<file path="config.mk">
export PLATFORM = sky130hd
export DESIGN_NAME = fetch_pc_gen
export DESIGN_NICKNAME = d
export VERILOG_FILES = /design/src/rtl/fetch_pc_gen.sv
export SDC_FILE = /design/constraint.sdc
export NUM_CORES = 1
export LEC_CHECK = 0
export CELL_PAD_IN_SITES_DETAIL_PLACEMENT = 1
export CELL_PAD_IN_SITES_GLOBAL_PLACEMENT = 1
export CORE_MARGIN = 3
export CORE_UTILIZATION = 23
export CTS_CLUSTER_DIAMETER = 120
export DETAILED_ROUTE_END_ITERATION = 10
export PLACE_DENSITY = 0.79
export SLEW_MARGIN = 20
export SYNTH_ARGS = -nofsm -noshare
export SYNTH_HDL_FRONTEND = slang
export SYNTH_SLANG_ARGS = --single-unit
</file>
<file path="constraint.sdc">
create_clock -name clk -period 2.7 [get_ports clk]
set_clock_uncertainty 0.15 [all_clocks]
set_input_delay 0.27 -clock clk [delete_from_list [all_inputs] [get_ports clk]]
set_output_delay 0.27 -clock clk [all_outputs]
set_load 0.02 [all_outputs]
</file>
<file path="src/rtl/fetch_pc_gen.sv">
// fetch_pc_gen: next-PC generator for the IF stage.
// Holds the fetch PC and handles stall and execute-stage redirect.
// Optional feature macro: FETCH_PC_GEN_BTB_EN adds a direct-mapped BTB that
// predicts taken branches/jumps on the current fetch PC. Without it the next
// PC is only redirect / stall / pc+4.
module fetch_pc_gen #(
  parameter int               XLEN        = 32,
  parameter logic [XLEN-1:0]  RESET_PC    = XLEN'(32'h4000_0000),
  parameter int               BTB_ENTRIES = 16
) (
  input  logic            clk,
  input  logic            rst,
  input  logic            stall,
  input  logic            redirect_valid,
  input  logic [XLEN-1:0] redirect_pc,
  input  logic            btb_upd_valid,
  input  logic [XLEN-1:0] btb_upd_pc,
  input  logic [XLEN-1:0] btb_upd_target,
  input  logic            btb_upd_taken,
  output logic [XLEN-1:0] pc,
  output logic            fetch_valid,
  output logic            pred_taken,
  output logic [XLEN-1:0] pred_target
);

  localparam logic [XLEN-1:0] WORD_MASK = ~XLEN'(3);

  logic [XLEN-1:0] pc_q, pc_d;
  logic            fetch_valid_q, fetch_valid_d;
  logic            pred_taken_w;
  logic [XLEN-1:0] pred_target_w;

`ifdef FETCH_PC_GEN_BTB_EN
  localparam int IDX  = $clog2(BTB_ENTRIES);
  localparam int TAGW = XLEN - IDX - 2;

  logic [BTB_ENTRIES-1:0] valid_q;
  logic [TAGW-1:0]        tag_q    [BTB_ENTRIES];
  logic [XLEN-1:0]        target_q [BTB_ENTRIES];

  logic [IDX-1:0]  look_idx, upd_idx;
  logic [TAGW-1:0] look_tag, upd_tag;
  logic            hit;
  logic            unused_btb;

  assign look_idx = pc_q[IDX+1:2];
  assign look_tag = pc_q[XLEN-1:IDX+2];
  assign upd_idx  = btb_upd_pc[IDX+1:2];
  assign upd_tag  = btb_upd_pc[XLEN-1:IDX+2];

  // Lookup reads the array before any same-edge write, so a fresh entry
  // only becomes visible the cycle after it is written.
  assign hit           = valid_q[look_idx] && (tag_q[look_idx] == look_tag);
  assign pred_taken_w  = hit && fetch_valid_q;
  assign pred_target_w = pred_taken_w ? target_q[look_idx] : '0;

  assign unused_btb = ^{btb_upd_pc[1:0], btb_upd_target[1:0]};

  // Valid bits: cleared by reset, set on install, cleared by a tag-matching invalidate.
  always_ff @(posedge clk) begin
    if (rst) begin
      valid_q <= '0;
    end else if (btb_upd_valid) begin
      if (btb_upd_taken) begin
        valid_q[upd_idx] <= 1'b1;
      end else if (tag_q[upd_idx] == upd_tag) begin
        valid_q[upd_idx] <= 1'b0;
      end
    end
  end

  // Tag/target payload: only meaningful behind a valid bit, so no reset needed.
  always_ff @(posedge clk) begin
    if (!rst && btb_upd_valid && btb_upd_taken) begin
      tag_q[upd_idx]    <= upd_tag;
      target_q[upd_idx] <= btb_upd_target & WORD_MASK;
    end
  end
`else
  logic unused_btb;
  logic unused_cfg;

  assign pred_taken_w  = 1'b0;
  assign pred_target_w = '0;
  assign unused_btb    = ^{btb_upd_valid, btb_upd_pc, btb_upd_target, btb_upd_taken};
  assign unused_cfg    = (BTB_ENTRIES > 1);
`endif

  // Next-PC selection: redirect beats stall beats prediction beats sequential.
  always_comb begin
    pc_d          = pc_q;
    fetch_valid_d = 1'b1;
    if (!fetch_valid_q) begin
      pc_d = pc_q;
    end else if (redirect_valid) begin
      pc_d = redirect_pc & WORD_MASK;
    end else if (stall) begin
      pc_d = pc_q;
    end else if (pred_taken_w) begin
      pc_d = pred_target_w;
    end else begin
      pc_d = pc_q + XLEN'(4);
    end
  end

  // PC and fetch_valid registers; fetch_valid is the only post-reset state flag.
  always_ff @(posedge clk) begin
    if (rst) begin
      pc_q          <= RESET_PC;
      fetch_valid_q <= 1'b0;
    end else begin
      pc_q          <= pc_d;
      fetch_valid_q <= fetch_valid_d;
    end
  end

  assign pc          = pc_q;
  assign fetch_valid = fetch_valid_q;
  assign pred_taken  = pred_taken_w;
  assign pred_target = pred_target_w;

endmodule

</file>
==> metrics.txt, run 1 <==
CTS root buffer clkbuf_8; RSZ-0062 raised after global routing false; Syn Area/Cell 7.36 um^2; TritonCTS buffer count 5; Yosys cell types 57; synthesis-to-finish area growth 31.0%; FMAX 452 MHz; vias 2626; status finished clean; antenna violations before repair 0; CP max FO 9; worst-path cell chain nand4_1 -> or2_2 -> nor3_1 -> nand4_1 -> mux2_2; largest net degree at the start of global routing 34; Least-Margin Pin Slew 527 ps; top cell type by total area after synthesis dfxtp_1; Worst Path Buf+Inv 0; clock share of power 30.1%; final WL 8320 um; vias in the first global route 2626; first-pass GRT wire length 13600 um; drt first pass iters 4; worst skew pair latency 290 ps; postcts setup bufs 0; final setup violation count 0; Cells after DPL 503; Fillers 1210; H-tree depth 2; Crit Path Class reg2reg; Multi-input gate area 1470 um^2; full die area 11500 um^2; FF+latch area 621 um^2; slowest CP cell dfxtp_1; fin crit share 82.0%; delay-heaviest family, CP simple AND/OR/NAND/NOR gates; # diodes 0; number of remaining DRC errors 0; total gr overflow 0; crit-path max cell delay 490 ps; PwrDens 402 nW/um^2; Crit path top cell by count nand4_1; Switching Share 34.6%; CTS max path bufs 2; Resized cells post-CTS 0; VDD IR max 0.161 mV; Max Slew Vio Count 0; Internal 0.808 mW; final cell count without fillers 511; sequential area share after synthesis 26.4%; Hold Path Class in2reg; CTS tree built; # hold bufs at CTS 0; Worst-path clk slew 70 ps; Starting Density 23.8%; row count 36; setup_tns 0 ps; Final min period 2210 ps; layout cells sized above 1 6.88%; Synthesis Warnings 0; relative slew slack 64.7%; Syn Inst Count 319; RD Place Congestion 0.865; Chip Height 107 um; final hold violations 0; Yosys reg bits 31; hpwl dp 6190 um; Comb power frac 26.5%; CP Launch Type flip-flop; max_cap viols 0; leakage 1.08 nW; WL per Instance 16.3 um; nets 480; count of flip-flops with a built-in enable after synthesis 0; Arr. time, crit path 2250 ps; required time worst endpoint 2730 ps; Flop pwr share 43.4%; clk sinks 31; WHS 389 ps; switching power 0.427 mW; total track usage 14.6%; chip width 107 um; Area contributors post-synth dfxtp_1, buf_4, a21oi_1; remaining antenna violation count 0; Crit. End Element flip-flop; commonest register cell after synthesis dfxtp_1; post-synth top area share 26.4%; ys async rst share 0%; drt initial violations 123; core area 9860 um^2; number of port buffers 64; vias per std cell 5.14; mapped cell area 2350 um^2; IO Pins 168
[state kept, by name (all words and copies together), names as in the netlist]
name,cells
pc,30
fetch_valid,1
[final timing paths]
path,startpoint,end,slack (ps),cells after the start
max,pc[6],pc[31],490,5
min,redirect_valid,pc[24],390,3
max reg2reg,pc[6],pc[31],490,5
min reg2reg,pc[21],pc[21],410,2
[cell usage after synthesis (3+ instances only)]
cell / number
nand3b_1: 3
or3_1: 4
a31oi_1: 6
dfxtp_1: 31
nand2_1: 32
o221ai_1: 3
nand2b_1: 3
a22oi_1: 5
nor4_1: 6
nor2_1: 21
and4_1: 3
inv_1: 6
mux2i_1: 3
o21ai_0: 15
a21oi_1: 24
o31ai_1: 7
nand3_1: 21
and3_1: 9
a32oi_1: 3
buf_4: 35
buf_2: 4
nor2b_1: 4
clkbuf_1: 15
nand4_1: 10
nor3_1: 4
[cell type report]
cell class	instances	area share, %
sequential	31	20.2
inverter	7	0.855
multi-input combinational	258	47.8
timing repair buffer	74	23.1
clock inverter	1	0.163
tap	133	5.41
clock buffer	7	2.48
[worst reg2reg max path, delay by kind of cell, from the launching register on]
kind             cells  cell delay [ps]
and+or+nand+nor      4             1190
DFF                  1              490
muxes                1              290
[per-layer routing]
metal	GRT usage (%)	up-vias	part of all wire, %
met5	0	-	0
met1	18.0	1297	42
met2	25.2	85	50
li1	-	1230	-
met4	4.84	0	2.1
met3	3.25	14	6.1
[cell families (layout without fill, tap and decap cells)]
| kind of cell | after synthesis | in the layout | share of synthesized area, % |
|---|---|---|---|
| multiplexers | 4 | 4 | 1.76 |
| AND/OR/NAND/NOR | 134 | 134 | 31.0 |
| other | 1 | 35 | 0.160 |
| flip-flops | 31 | 31 | 26.4 |
| adder cells (fa/ha/maj) | 1 | 1 | 0.533 |
| AO/OA/AOI/OAI | 84 | 84 | 23.7 |
| buffers and inverters | 64 | 89 | 16.4 |
[cell usage in the layout, fill, tap and decap left out, drive strengths merged, types with 4 or more instances in the layout]
master / Yosys / routed
clkdlybuf4s50: 0 / 63
conb: 1 / 35
nand2: 33 / 33
dfxtp: 31 / 31
a21oi: 24 / 24
nand3: 22 / 22
nor2: 21 / 21
o21ai: 15 / 15
buf: 41 / 11
nand4: 10 / 10
and3: 9 / 9
nor4: 8 / 8
o31ai: 7 / 7
clkbuf: 16 / 7
inv: 6 / 6
a31oi: 6 / 6
nor3: 6 / 6
a22oi: 5 / 5
nor2b: 4 / 4
or3: 4 / 4
[per-stage QoR]
stage	util [%]	total power [mW]	instance area, um^2	worst slack (ps)
3_5_place_dp	30.3	0.873	2990	453
2_1_floorplan	-	0.755	2470	589
3_3_place_gp	30.3	0.864	2990	467
6_report	31.2	1.24	3070	487
5_1_grt	31.2	1.29	3070	368
4_1_cts	31.2	1.24	3070	484
[power groups by stage]
stage | combinational (mW) | clock, mW | sequential (mW)
3_5_place_dp | 0.327 | 0 | 0.546
3_3_place_gp | 0.321 | 0 | 0.543
4_1_cts | 0.328 | 0.380 | 0.535
2_1_floorplan | 0.190 | 0 | 0.565
5_1_grt | 0.356 | 0.392 | 0.543
6_report | 0.327 | 0.372 | 0.536
(Power assumes the default switching activity.)
==> inputs of run 2 (changes only) <==
Clock period 2.7 ns to 2.3 ns, I/O delays scaled along.
==> run 2 against run 1 <==
  * Setup slack worse by 310 ps
  * Worst hold slack worse by 62 ps
  * Core utilization is 0.94 points higher
  * Maximum frequency is 4.1% higher
  * Wire length is 1.9% higher
  * Cell area is 3.0% higher
  * Register-to-register slack worse by 310 ps
  * Global-route usage is 0.13 points lower
  * Critical path depth stayed put
  * Flip-flop and latch count stayed put
  * Largest cell class unchanged
==> metrics.txt, run 2 (synthesis gave the netlist of run 1 again) <==
status finished clean; Switching Share 34.4%; core area 9860 um^2; final hold violations 0; post-route cell area 3170 um^2; number of port buffers 64; commonest cells after routing, fill and taps aside clkdlybuf4s50_1, conb_1, nand2_1; largest net degree at the start of global routing 35; Chip Height 107 um; CTS max path bufs 2; PwrDens 463 nW/um^2; most common cell after layout, fill and taps aside clkdlybuf4s50_1; Flop pwr share 42.0%; Largest register FFs 30; DP Area 3080 um^2; final cell count without fillers 523; CP max FO 6; worst skew pair latency 290 ps; vias 2602; final WL 8470 um; fin crit share 92.4%; layout cells sized above 1 10.0%; hold path start redirect_valid; remaining antenna violation count 0; TritonCTS buffer count 5; CTS tree built; WL per Instance 16.2 um; total gr overflow 0; row count 36; Final min period 2130 ps; total track usage 14.5%; FMAX 470 MHz; nets 492; CP Launch Type flip-flop; max_cap viols 0; Multi-input gate area 1470 um^2; Least-Margin Pin Slew 530 ps; clk sinks 31; # diodes 0; Hold Path Class in2reg; Crit Path Class reg2reg; # hold bufs at CTS 0; Most Crowded Layer GR met2; setup_tns 0 ps; GR Util met3 3.25%; Starting Density 23.8%; clock share of power 29.8%; Hold Crit Endpoint pc[29]; RD Place Congestion 0.870; first-pass GRT wire length 13400 um; Crit. End Element flip-flop; CTS root buffer clkbuf_8; required time worst endpoint 2330 ps; leakage 1.14 nW; Comb power frac 28.2%; GR Layer Usage met2 25.5%; worst hold stages 4; final setup violation count 0; hpwl dp 6380 um; Fillers 1193; reg-to-reg slack, setup 170 ps; drt initial violations 94; drt first pass iters 4; Cells after DPL 515; synthesis-to-finish area growth 34.9%; R2R Path Start pc[13]; Max Slew Vio Count 0; switching power 0.505 mW; Worst Reg-to-Reg Cells 5; number of remaining DRC errors 0; H-tree depth 2; Internal 0.963 mW; WHS 327 ps; chip width 107 um; vias per std cell 4.98; Worst-path clk slew 70 ps; reg2reg end pc[26]; full die area 11500 um^2; relative slew slack 64.6%; antenna violations before repair 0; IO Pins 168; FF+latch area 621 um^2; RSZ-0062 raised after global routing false; Arr. time, crit path 2160 ps; VDD IR max 0.170 mV; GR Util met1 17.3%; vias in the first global route 2593
[run 2: changes by cell type in the layout (fill, tap and decap cells not counted), sizes merged]
cell  before  now
buf       11   23
[run 2: worst max-delay path, cell delays in order, from the launching register on]
cell     delay [ps]
dfxtp_1         430
nand2_1         170
or4_4           650
nor3_4          230
nor4_1           70
a311o_1         320
[run 2: layout make-up]
| class | count | share of cell area (%) |
|---|---|---|
| Tap cell | 133 | 5.25 |
| Sequential cell | 31 | 19.6 |
| Multi-Input combinational cell | 258 | 46.5 |
| Clock buffer | 7 | 2.41 |
| Timing Repair Buffer | 86 | 25.3 |
| Clock inverter | 1 | 0.158 |
| Inverter | 7 | 0.830 |
[run 2: worst max-delay path by stage]
stage               startpoint  endpoint  slack (ps)
floorplan               pc[13]    pc[26]         190
global placement           rst    pc[22]         110
detailed placement         rst    pc[22]         100
CTS                      pc[2]    pc[20]         110
global route             pc[2]    pc[20]          40
finish                  pc[13]    pc[26]         170
[run 2: repair_timing]
| item | in CTS | in global routing |
|---|---|---|
| resized for setup | 0 | 1 |
| endpoints found under the setup margin | 0 | 2 |
| buffers inserted | 0 | 0 |
[run 2: through the flow]
step / setup slack (ps) / util (%) / total power, mW
after global placement: 108 / 31.3 / 1.03
after detailed placement: 99.1 / 31.3 / 1.04
after floorplan: 189 / - / 0.886
final: 174 / 32.1 / 1.47
after CTS: 114 / 32.1 / 1.48
after global routing: 35.5 / 32.1 / 1.54
[run 2: power groups by stage]
stage | sequential, mW | clock (mW) | combinational [mW]
after floorplan | 0.663 | 0 | 0.223
after global routing | 0.622 | 0.468 | 0.450
final | 0.616 | 0.438 | 0.414
after CTS | 0.616 | 0.449 | 0.415
after detailed placement | 0.628 | 0 | 0.414
after global placement | 0.625 | 0 | 0.406
[run 2: metal layers]
| metal | share of wire, % | vias up |
|---|---|---|
| li1 | - | 1257 |
| met1 | 42 | 1252 |
| met2 | 50 | 83 |
| met3 | 5.8 | 10 |
| met4 | 1.5 | 0 |
| met5 | 0 | - |
